[src/rtl/i2c_apb_seq.sv]
// Sequencer that turns single-byte register read/write requests into APB
// accesses on an OpenCores-style I2C master core (init, byte steps, status polling).
module i2c_apb_seq #(
   parameter logic [15:0] PRESCALE = 16'd99,
   parameter logic [15:0] POLL_MAX = 16'd65535
) (
   input  logic       apb_pclk,
   input  logic       apb_prstn,
   input  logic       req_valid,
   output logic       req_ready,
   input  logic       req_rw,
   input  logic [6:0] req_dev,
   input  logic [7:0] req_reg,
   input  logic [7:0] req_wdata,
   output logic       rsp_valid,
   output logic [7:0] rsp_rdata,
   output logic [1:0] rsp_err,
   output logic       m_psel,
   output logic       m_penable,
   output logic       m_pwrite,
   output logic [2:0] m_paddr,
   output logic [7:0] m_pwdata,
   input  logic [7:0] m_prdata
);

   typedef enum logic [3:0] {
      S_INIT, S_IDLE, S_TXR, S_CMD, S_HOLD, S_POLL,
      S_CHECK, S_RDRX, S_STOP, S_STOPW, S_RESP
   } state_t;

   // Every access is GAP (psel=0), SETUP, ACCESS; the leading gap gives the idle
   // cycle between back-to-back accesses.
   typedef enum logic [1:0] {PH_GAP, PH_SETUP, PH_ACCESS} phase_t;

   localparam logic [1:0] ERR_NACK = 2'b01;
   localparam logic [1:0] ERR_AL   = 2'b10;
   localparam logic [1:0] ERR_TMO  = 2'b11;

   state_t      state_q, state_d;
   phase_t      phase_q, phase_d;
   logic [1:0]  init_idx_q;
   logic [1:0]  step_q;
   logic        hold_q;
   logic [15:0] poll_cnt_q;
   logic        cap_rw_q;
   logic [6:0]  cap_dev_q;
   logic [7:0]  cap_reg_q;
   logic [7:0]  cap_wdata_q;
   logic        sr_al_q;
   logic        sr_rxack_q;

   logic       apb_state;
   logic       acc_done;
   logic       poll_last;
   logic [7:0] txr_byte;
   logic [7:0] cr_byte;
   logic [7:0] init_byte;

   assign apb_state = (state_q == S_INIT) || (state_q == S_TXR)  || (state_q == S_CMD) ||
                      (state_q == S_POLL) || (state_q == S_RDRX) || (state_q == S_STOP) ||
                      (state_q == S_STOPW);
   assign acc_done  = (phase_q == PH_ACCESS);
   assign poll_last = ({1'b0, poll_cnt_q} + 17'd1) >= {1'b0, POLL_MAX};

   always_ff @(posedge apb_pclk or negedge apb_prstn) begin
      if (!apb_prstn) begin
         state_q <= S_INIT;
         phase_q <= PH_GAP;
      end else begin
         // NOTE: sequential state uses non-blocking assignments only, so every
         // flop samples pre-edge values regardless of process order.
         state_q <= state_d;
         phase_q <= phase_d;
      end
   end

   always_comb begin
      // NOTE: defaults first on every comb output so no path can infer a latch.
      state_d = state_q;
      phase_d = PH_GAP;
      if (apb_state)
         phase_d = (phase_q == PH_ACCESS) ? PH_GAP : phase_t'(phase_q + 2'd1);
      case (state_q)
         S_INIT:  if (acc_done && init_idx_q == 2'd2) state_d = S_IDLE;
         S_IDLE:  if (req_valid) state_d = S_TXR;
         S_TXR:   if (acc_done) state_d = S_CMD;
         S_CMD:   if (acc_done) state_d = S_HOLD;
         S_HOLD:  if (hold_q) state_d = S_POLL;
         S_POLL: begin
            if (acc_done) begin
               if (!m_prdata[1])   state_d = S_CHECK;
               else if (poll_last) state_d = S_RESP;
            end
         end
         S_CHECK: begin
            if (cap_rw_q && step_q == 2'd3)       state_d = S_RDRX;
            else if (sr_al_q)                     state_d = S_RESP;
            else if (sr_rxack_q)                  state_d = S_STOP;
            else if (!cap_rw_q && step_q == 2'd2) state_d = S_RESP;
            else if (cap_rw_q && step_q == 2'd2)  state_d = S_CMD;   // read byte step has no txr write
            else                                  state_d = S_TXR;
         end
         S_RDRX:  if (acc_done) state_d = S_RESP;
         S_STOP:  if (acc_done) state_d = S_STOPW;
         S_STOPW: begin
            if (acc_done && (!m_prdata[6] || poll_last)) state_d = S_RESP;
         end
         S_RESP:  state_d = S_IDLE;
         default: state_d = S_INIT;
      endcase
   end

   always_comb begin
      txr_byte = 8'h00;
      cr_byte  = 8'h00;
      case (step_q)
         2'd0: begin txr_byte = {cap_dev_q, 1'b0}; cr_byte = 8'h90; end
         2'd1: begin txr_byte = cap_reg_q;         cr_byte = 8'h10; end
         2'd2: begin
            txr_byte = cap_rw_q ? {cap_dev_q, 1'b1} : cap_wdata_q;
            cr_byte  = cap_rw_q ? 8'h90 : 8'h50;
         end
         default: cr_byte = 8'h68;
      endcase
      case (init_idx_q)
         2'd0:    init_byte = PRESCALE[7:0];
         2'd1:    init_byte = PRESCALE[15:8];
         default: init_byte = 8'hA0;
      endcase
   end

   // APB outputs decode straight from state/phase, so reset clears them at once.
   always_comb begin
      m_psel    = 1'b0;
      m_penable = 1'b0;
      m_pwrite  = 1'b0;
      m_paddr   = 3'd0;
      m_pwdata  = 8'h00;
      if (phase_q != PH_GAP) begin
         m_psel    = 1'b1;
         m_penable = (phase_q == PH_ACCESS);
         case (state_q)
            S_INIT:  begin m_pwrite = 1'b1; m_paddr = {1'b0, init_idx_q}; m_pwdata = init_byte; end
            S_TXR:   begin m_pwrite = 1'b1; m_paddr = 3'd3; m_pwdata = txr_byte; end
            S_CMD:   begin m_pwrite = 1'b1; m_paddr = 3'd4; m_pwdata = cr_byte; end
            S_STOP:  begin m_pwrite = 1'b1; m_paddr = 3'd4; m_pwdata = 8'h40; end
            S_POLL, S_STOPW: m_paddr = 3'd4;
            S_RDRX:  m_paddr = 3'd3;
            default: ;
         endcase
      end
      req_ready = (state_q == S_IDLE);
      rsp_valid = (state_q == S_RESP);
   end

   always_ff @(posedge apb_pclk or negedge apb_prstn) begin
      if (!apb_prstn) begin
         init_idx_q  <= 2'd0;
         step_q      <= 2'd0;
         hold_q      <= 1'b0;
         poll_cnt_q  <= 16'd0;
         cap_rw_q    <= 1'b0;
         cap_dev_q   <= 7'd0;
         cap_reg_q   <= 8'h00;
         cap_wdata_q <= 8'h00;
         sr_al_q     <= 1'b0;
         sr_rxack_q  <= 1'b0;
         rsp_rdata   <= 8'h00;
         rsp_err     <= 2'b00;
      end else begin
         hold_q <= (state_q == S_HOLD);
         if (state_q == S_INIT && acc_done)
            init_idx_q <= init_idx_q + 2'd1;
         if (state_q == S_IDLE && req_valid) begin
            cap_rw_q    <= req_rw;
            cap_dev_q   <= req_dev;
            cap_reg_q   <= req_reg;
            cap_wdata_q <= req_wdata;
            step_q      <= 2'd0;
            rsp_rdata   <= 8'h00;
            rsp_err     <= 2'b00;
         end
         // Poll count restarts whenever a wait state is entered afresh.
         if (state_q != S_POLL && state_q != S_STOPW)
            poll_cnt_q <= 16'd0;
         else if (acc_done)
            poll_cnt_q <= poll_cnt_q + 16'd1;
         if (state_q == S_POLL && acc_done) begin
            sr_al_q    <= m_prdata[5];
            sr_rxack_q <= m_prdata[7];
            if (m_prdata[1] && poll_last) rsp_err <= ERR_TMO;
         end
         if (state_q == S_STOPW && acc_done && m_prdata[6] && poll_last)
            rsp_err <= ERR_TMO;
         if (state_q == S_CHECK && !(cap_rw_q && step_q == 2'd3)) begin
            if (sr_al_q)         rsp_err <= ERR_AL;
            else if (sr_rxack_q) rsp_err <= ERR_NACK;
         end
         if (state_q == S_CHECK && (state_d == S_TXR || state_d == S_CMD))
            step_q <= step_q + 2'd1;
         if (state_q == S_RDRX && acc_done)
            rsp_rdata <= m_prdata;
      end
   end

endmodule

[config.mk]
export PLATFORM = sky130hd
export DESIGN_NAME = i2c_apb_seq
export DESIGN_NICKNAME = d
export VERILOG_FILES = /design/src/rtl/i2c_apb_seq.sv
export SDC_FILE = /design/constraint.sdc
export NUM_CORES = 1
export LEC_CHECK = 0
export ABC_CLOCK_PERIOD_IN_PS = 2000
export CORE_UTILIZATION = 45
export DETAILED_ROUTE_END_ITERATION = 12
export HOLD_SLACK_MARGIN = 0.05
export PLACE_DENSITY = 0.78
export SETUP_SLACK_MARGIN = 0.5
export SYNTH_ARGS = -nofsm -noshare
export SYNTH_HDL_FRONTEND = slang
export SYNTH_SLANG_ARGS = --single-unit
[constraint.sdc]
create_clock -name apb_pclk -period 2 [get_ports apb_pclk]
set_input_delay 0.3 -clock apb_pclk [delete_from_list [all_inputs] [get_ports apb_pclk]]
set_output_delay 0.3 -clock apb_pclk [all_outputs]
set_load 0.01 [all_outputs]
==> results by stage <==
Place:
- Before CTS, the worst setup slack after placement is -0.414 ns.
- Port buffering added 60 buffers.
- The placed standard-cell area is between 4000 and 5000 µm².
- Summed over all nets, the half-perimeter wirelength after detailed placement is 7000 µm.
- Including well taps, the total number of placed cells is 572.
- Routability-driven placement finished with a final weighted congestion of 0.877.

Finish:
- The library cell used most frequently in the layout, excluding fill and tap cells, is sky130_fd_sc_hd__buf_4.
- The net count of the finished layout is 579.
- The number of antenna diodes in the final layout is 0.
- From synthesis to final layout, the design area changed by 68.1%.
- The share of layout cells above drive strength 1 is 51.3%.
- The final instance area is 6150 µm².
- The top cell types in the final layout, fill and taps aside, are sky130_fd_sc_hd__buf_4 (67), sky130_fd_sc_hd__dfrtp_1 (54), sky130_fd_sc_hd__buf_6 (39).
- The finished layout holds between 600 and 700 standard cells, fillers aside.
- The fraction of the core area covered by cells at the end of the flow is approximately four fifths.

Die:
- For this design the top-level I/O count stands at between 60 and 70.
- The die covers between 8000 and 9000 µm².
- In this run the core area contains 32 standard-cell rows.
- In this run the vertical extent of the chip is 92.2 µm.
- Once the floorplan was initialized, standard cells occupied between 40% and 50% of the core.
- In this run the horizontal extent of the chip is 92.2 µm.
- The core box area is a little under 8000 µm².

Global routing:
- The via count of the first global-routing pass is approximately 4000.
- The first global-routing pass estimated 21400 µm of wire.
- Across every metal layer, demand over resource in global routing totals between 30% and 40%.
- The maximum number of pins on one net before global-route repair is 64.
- The number of antenna violations at the first check in global routing is 0.
- The leftover overflow at the end of global routing is 0.

Routing:
- In this run, the number of DRC markers left after iteration 0 of detailed routing was 296.
- The residual antenna-violating net count after detailed routing is 0.
- The final layout contains routed wiring with a total length of 14400 µm.
- The detail-routed net length per standard cell is between 20 and 25 µm.
- Using the TritonRoute via totals, the vias-per-cell ratio works out to 6.10.
- For this run, the detailed router's first-pass iteration total came to 6.
- In the routed design, unresolved DRC markers number 0.
- The routed layout has around 3900 vias.

STA:
- The final setup violation count is 36.
- The count of endpoints failing hold in the final timing report is 0.
- Setup repair after global routing could not meet its margin everywhere.
- The count of final max-slew check failures is 0.
- The worst setup skew after layout is between 0.02 and 0.025 ns.
- The worst hold slack is around 0.47 ns.
- The shortest period the worst path allows is roughly 2.5 ns.
- Headroom to the max-slew limit came out at between 60% and 70%.
- For the final routed database, the setup TNS stands at -5.63 ns.
- For the pin with the worst max-slew slack, the measured transition is ~0.54 ns.
- The portion of the clock cycle consumed by the worst path in the final layout is 124%.
- The maximum clock frequency is roughly 0.40 GHz.
- The final worst setup slack is -0.483 ns.

Setup path:
- Among all stages on the critical path, the largest delay is contributed by sky130_fd_sc_hd__dfrtp_1.
- Along the worst path, the maximum fanout reaches 3.
- The startpoint type of the worst setup path is a register.
- The most critical setup path has its startpoint at step_q[0].
- The beginning of the worst register-to-register path is state_q[0].
- STA puts the critical path data required time at between 1.5 and 2 ns.
- The critical path goes through inv_2, buf_6, ha_4, a21o_1, buf_6, a222oi_1, nor2_1, a21oi_1, nor2_1, buf_2.
- The critical path is of the register to primary output type.
- The peak per-stage delay on the critical path is about 0.40 ns.
- The arrival time of the worst setup path is approximately 2.2 ns.
- The worst setup path is captured at a primary output.

Yosys:
- Of the post-synthesis cell area, the part taken by muxes is a little under a tenth.
- Of the total synthesized cell area, the portion taken by AND, OR, NAND and NOR gates is between 10% and 20%.
- The largest family of logic cells by synthesized area is simple AND/OR/NAND/NOR gates.
- The post-synthesis instance area is around 3700 µm².
- The share of the synthesized area in compound gates (AO/OA/AOI/OAI) is between 15 and 20%.
- The share of the Yosys chip area taken by registers is a little over two fifths.
- The synthesized netlist cell count is 370.
- The number of nets handed over by synthesis was 416.
- The number of storage elements in the synthesis netlist is 63.
- The synthesized netlist devotes under 10% of its cell area to adder and majority cells.
- The number of different library cells used by synthesis comes to 66.
- A synthesized cell averages approximately 9.9 µm².
- The number of synthesis warnings is 0.
- The parity-gate share of the synthesized area counting xor and xnor cells is under 10%.
- Counting flops with an async set or reset pin after synthesis yields a share of 100%.
- The number of enable-type register cells in the synthesized netlist is 0.
- The top flip-flop cell by instance count after synthesis is sky130_fd_sc_hd__dfrtp_1.

Clock network:
- The later pin in the worst-skew pair is clocked with a latency of about 0.37 ns.
- The TritonCTS clock tree is built.
- The worst-case clock buffer depth is 2.
- CTS saw 63 sinks.
- CTS built an H-tree with a depth of 3.
- Counting the buffers created by CTS gives 9.
- After clock tree synthesis, the clock-pin slew on the worst setup and hold paths is 0.08 ns.
- In this run the clock root is driven by a sky130_fd_sc_hd__clkbuf_8.

Power:
- In this run the power density over the cells is 1260 nW/µm².
- The analysis attributes to cell leakage a power of between 2 and 3 nW.
- The power after layout is 7.75 mW.
- VDD sags by at most between 1000 and 1500 µV.

Hold path:
- The class of the tightest hold or removal check is input port to async pin.

Flow run:
- Max-cap violations in this run came to 0.

Outcome:
- The run finished, with violations left.
- The checks that failed: negative setup slack.
## logic make-up (layout without fill, tap and decap cells)
family,after synthesis,count (layout)
and+or+nand+nor,129,129
AOI/OAI and AO/OA,81,81
DFF,63,63
buffers and inverters,40,208
muxes,30,30
xor gates and xnor gates,16,16
adders and majority gates,11,11
## power by group
group          switching, mW  internal [mW]  total, mW
combinational           2.23           2.43       4.65
clock                  0.558          0.571       1.13
sequential             0.327           1.64       1.96
total                   3.11           4.64       7.75
## repair_timing
item | in CTS | in global routing
hold endpoints to repair | 63 | 0
hold buffers | 1 | 0
setup endpoints to repair | 83 | 78
cloned | 5 | 0
buffers inserted | 36 | 10
resized for setup | 225 | 27
pin swaps | 51 | 24
## final timing paths
kind                                   to  slack, ns  cells past startpoint
min                        poll_cnt_q[11]       0.47                      3
max reg2reg                  cap_reg_q[3]      -0.14                     10
max                           m_pwdata[1]      -0.48                     10
min reg2reg                  rsp_rdata[3]       0.50                      1
max in group asynchronous      state_q[3]       1.21                      3
min in group apb_pclk        rsp_rdata[3]       0.50                      1
## flip-flops by register name, indices dropped and copies added, names as in the netlist
name	count
step_q	2
sr_al_q	1
phase_q	2
cap_rw_q	1
rsp_rdata	8
hold_q	1
init_idx_q	2
sr_rxack_q	1
state_q	4
cap_reg_q	8
poll_cnt_q	16
cap_dev_q	7
rsp_err	2
cap_wdata_q	8
## area by class of cell
type                            instances  area, µm²
Tap cell                              102        128
Multi-Input combinational cell        267       2530
Clock buffer                           10        128
Clock inverter                          6       61.3
Sequential cell                        63       1590
Inverter                               19       81.3
Timing Repair Buffer                  173       1630
Fill cell                             427       1660
## critical path: cells and delay by family (launching register included)
kind | cells | cell delay (ns)
AND/OR/NAND/NOR | 2 | 0.16
buffers and inverters | 4 | 0.46
AO/OA/AOI/OAI | 3 | 0.66
adder cells (fa/ha/maj) | 1 | 0.14
flip-flops | 1 | 0.40
## layer usage
metal / wire length, µm / track usage [%] / vias to the layer above
met5: 0 / 0 / -
met1: 5490 / 39.4 / 1932
li1: - / - / 1663
met4: 747 / 16.0 / 0
met3: 1000 / 7.63 / 68
met2: 7170 / 56.4 / 239
## Yosys cell counts (all sizes together), types with 2 or more instances
library cell,n,share of area [%]
mux2i,3,0.82
a21oi,20,2.7
or2,2,0.34
nor4,5,1.3
a21boi,2,0.51
nand4,10,1.9
o2111ai,3,0.72
a31o,2,0.48
mux2,27,8.3
buf,15,2.5
clkbuf,6,0.89
nand2,26,2.7
o211ai,2,0.41
a22o,8,1.9
or3,3,0.65
nand3,11,1.6
a22oi,4,0.82
a2111oi,3,1.2
and3,3,0.58
nand2b,5,0.85
nand3b,2,0.41
o21ai,15,2.2
a31oi,3,0.51
ha,11,3.8
nor4bb,2,0.55
xnor2,6,1.4
a211oi,5,1.0
dfrtp,63,43
xor2,10,2.6
a222oi,5,1.4
nor2,40,4.1
inv,19,1.9
nor2b,5,0.85
nor3,10,1.4
(Power assumes the default switching activity.)
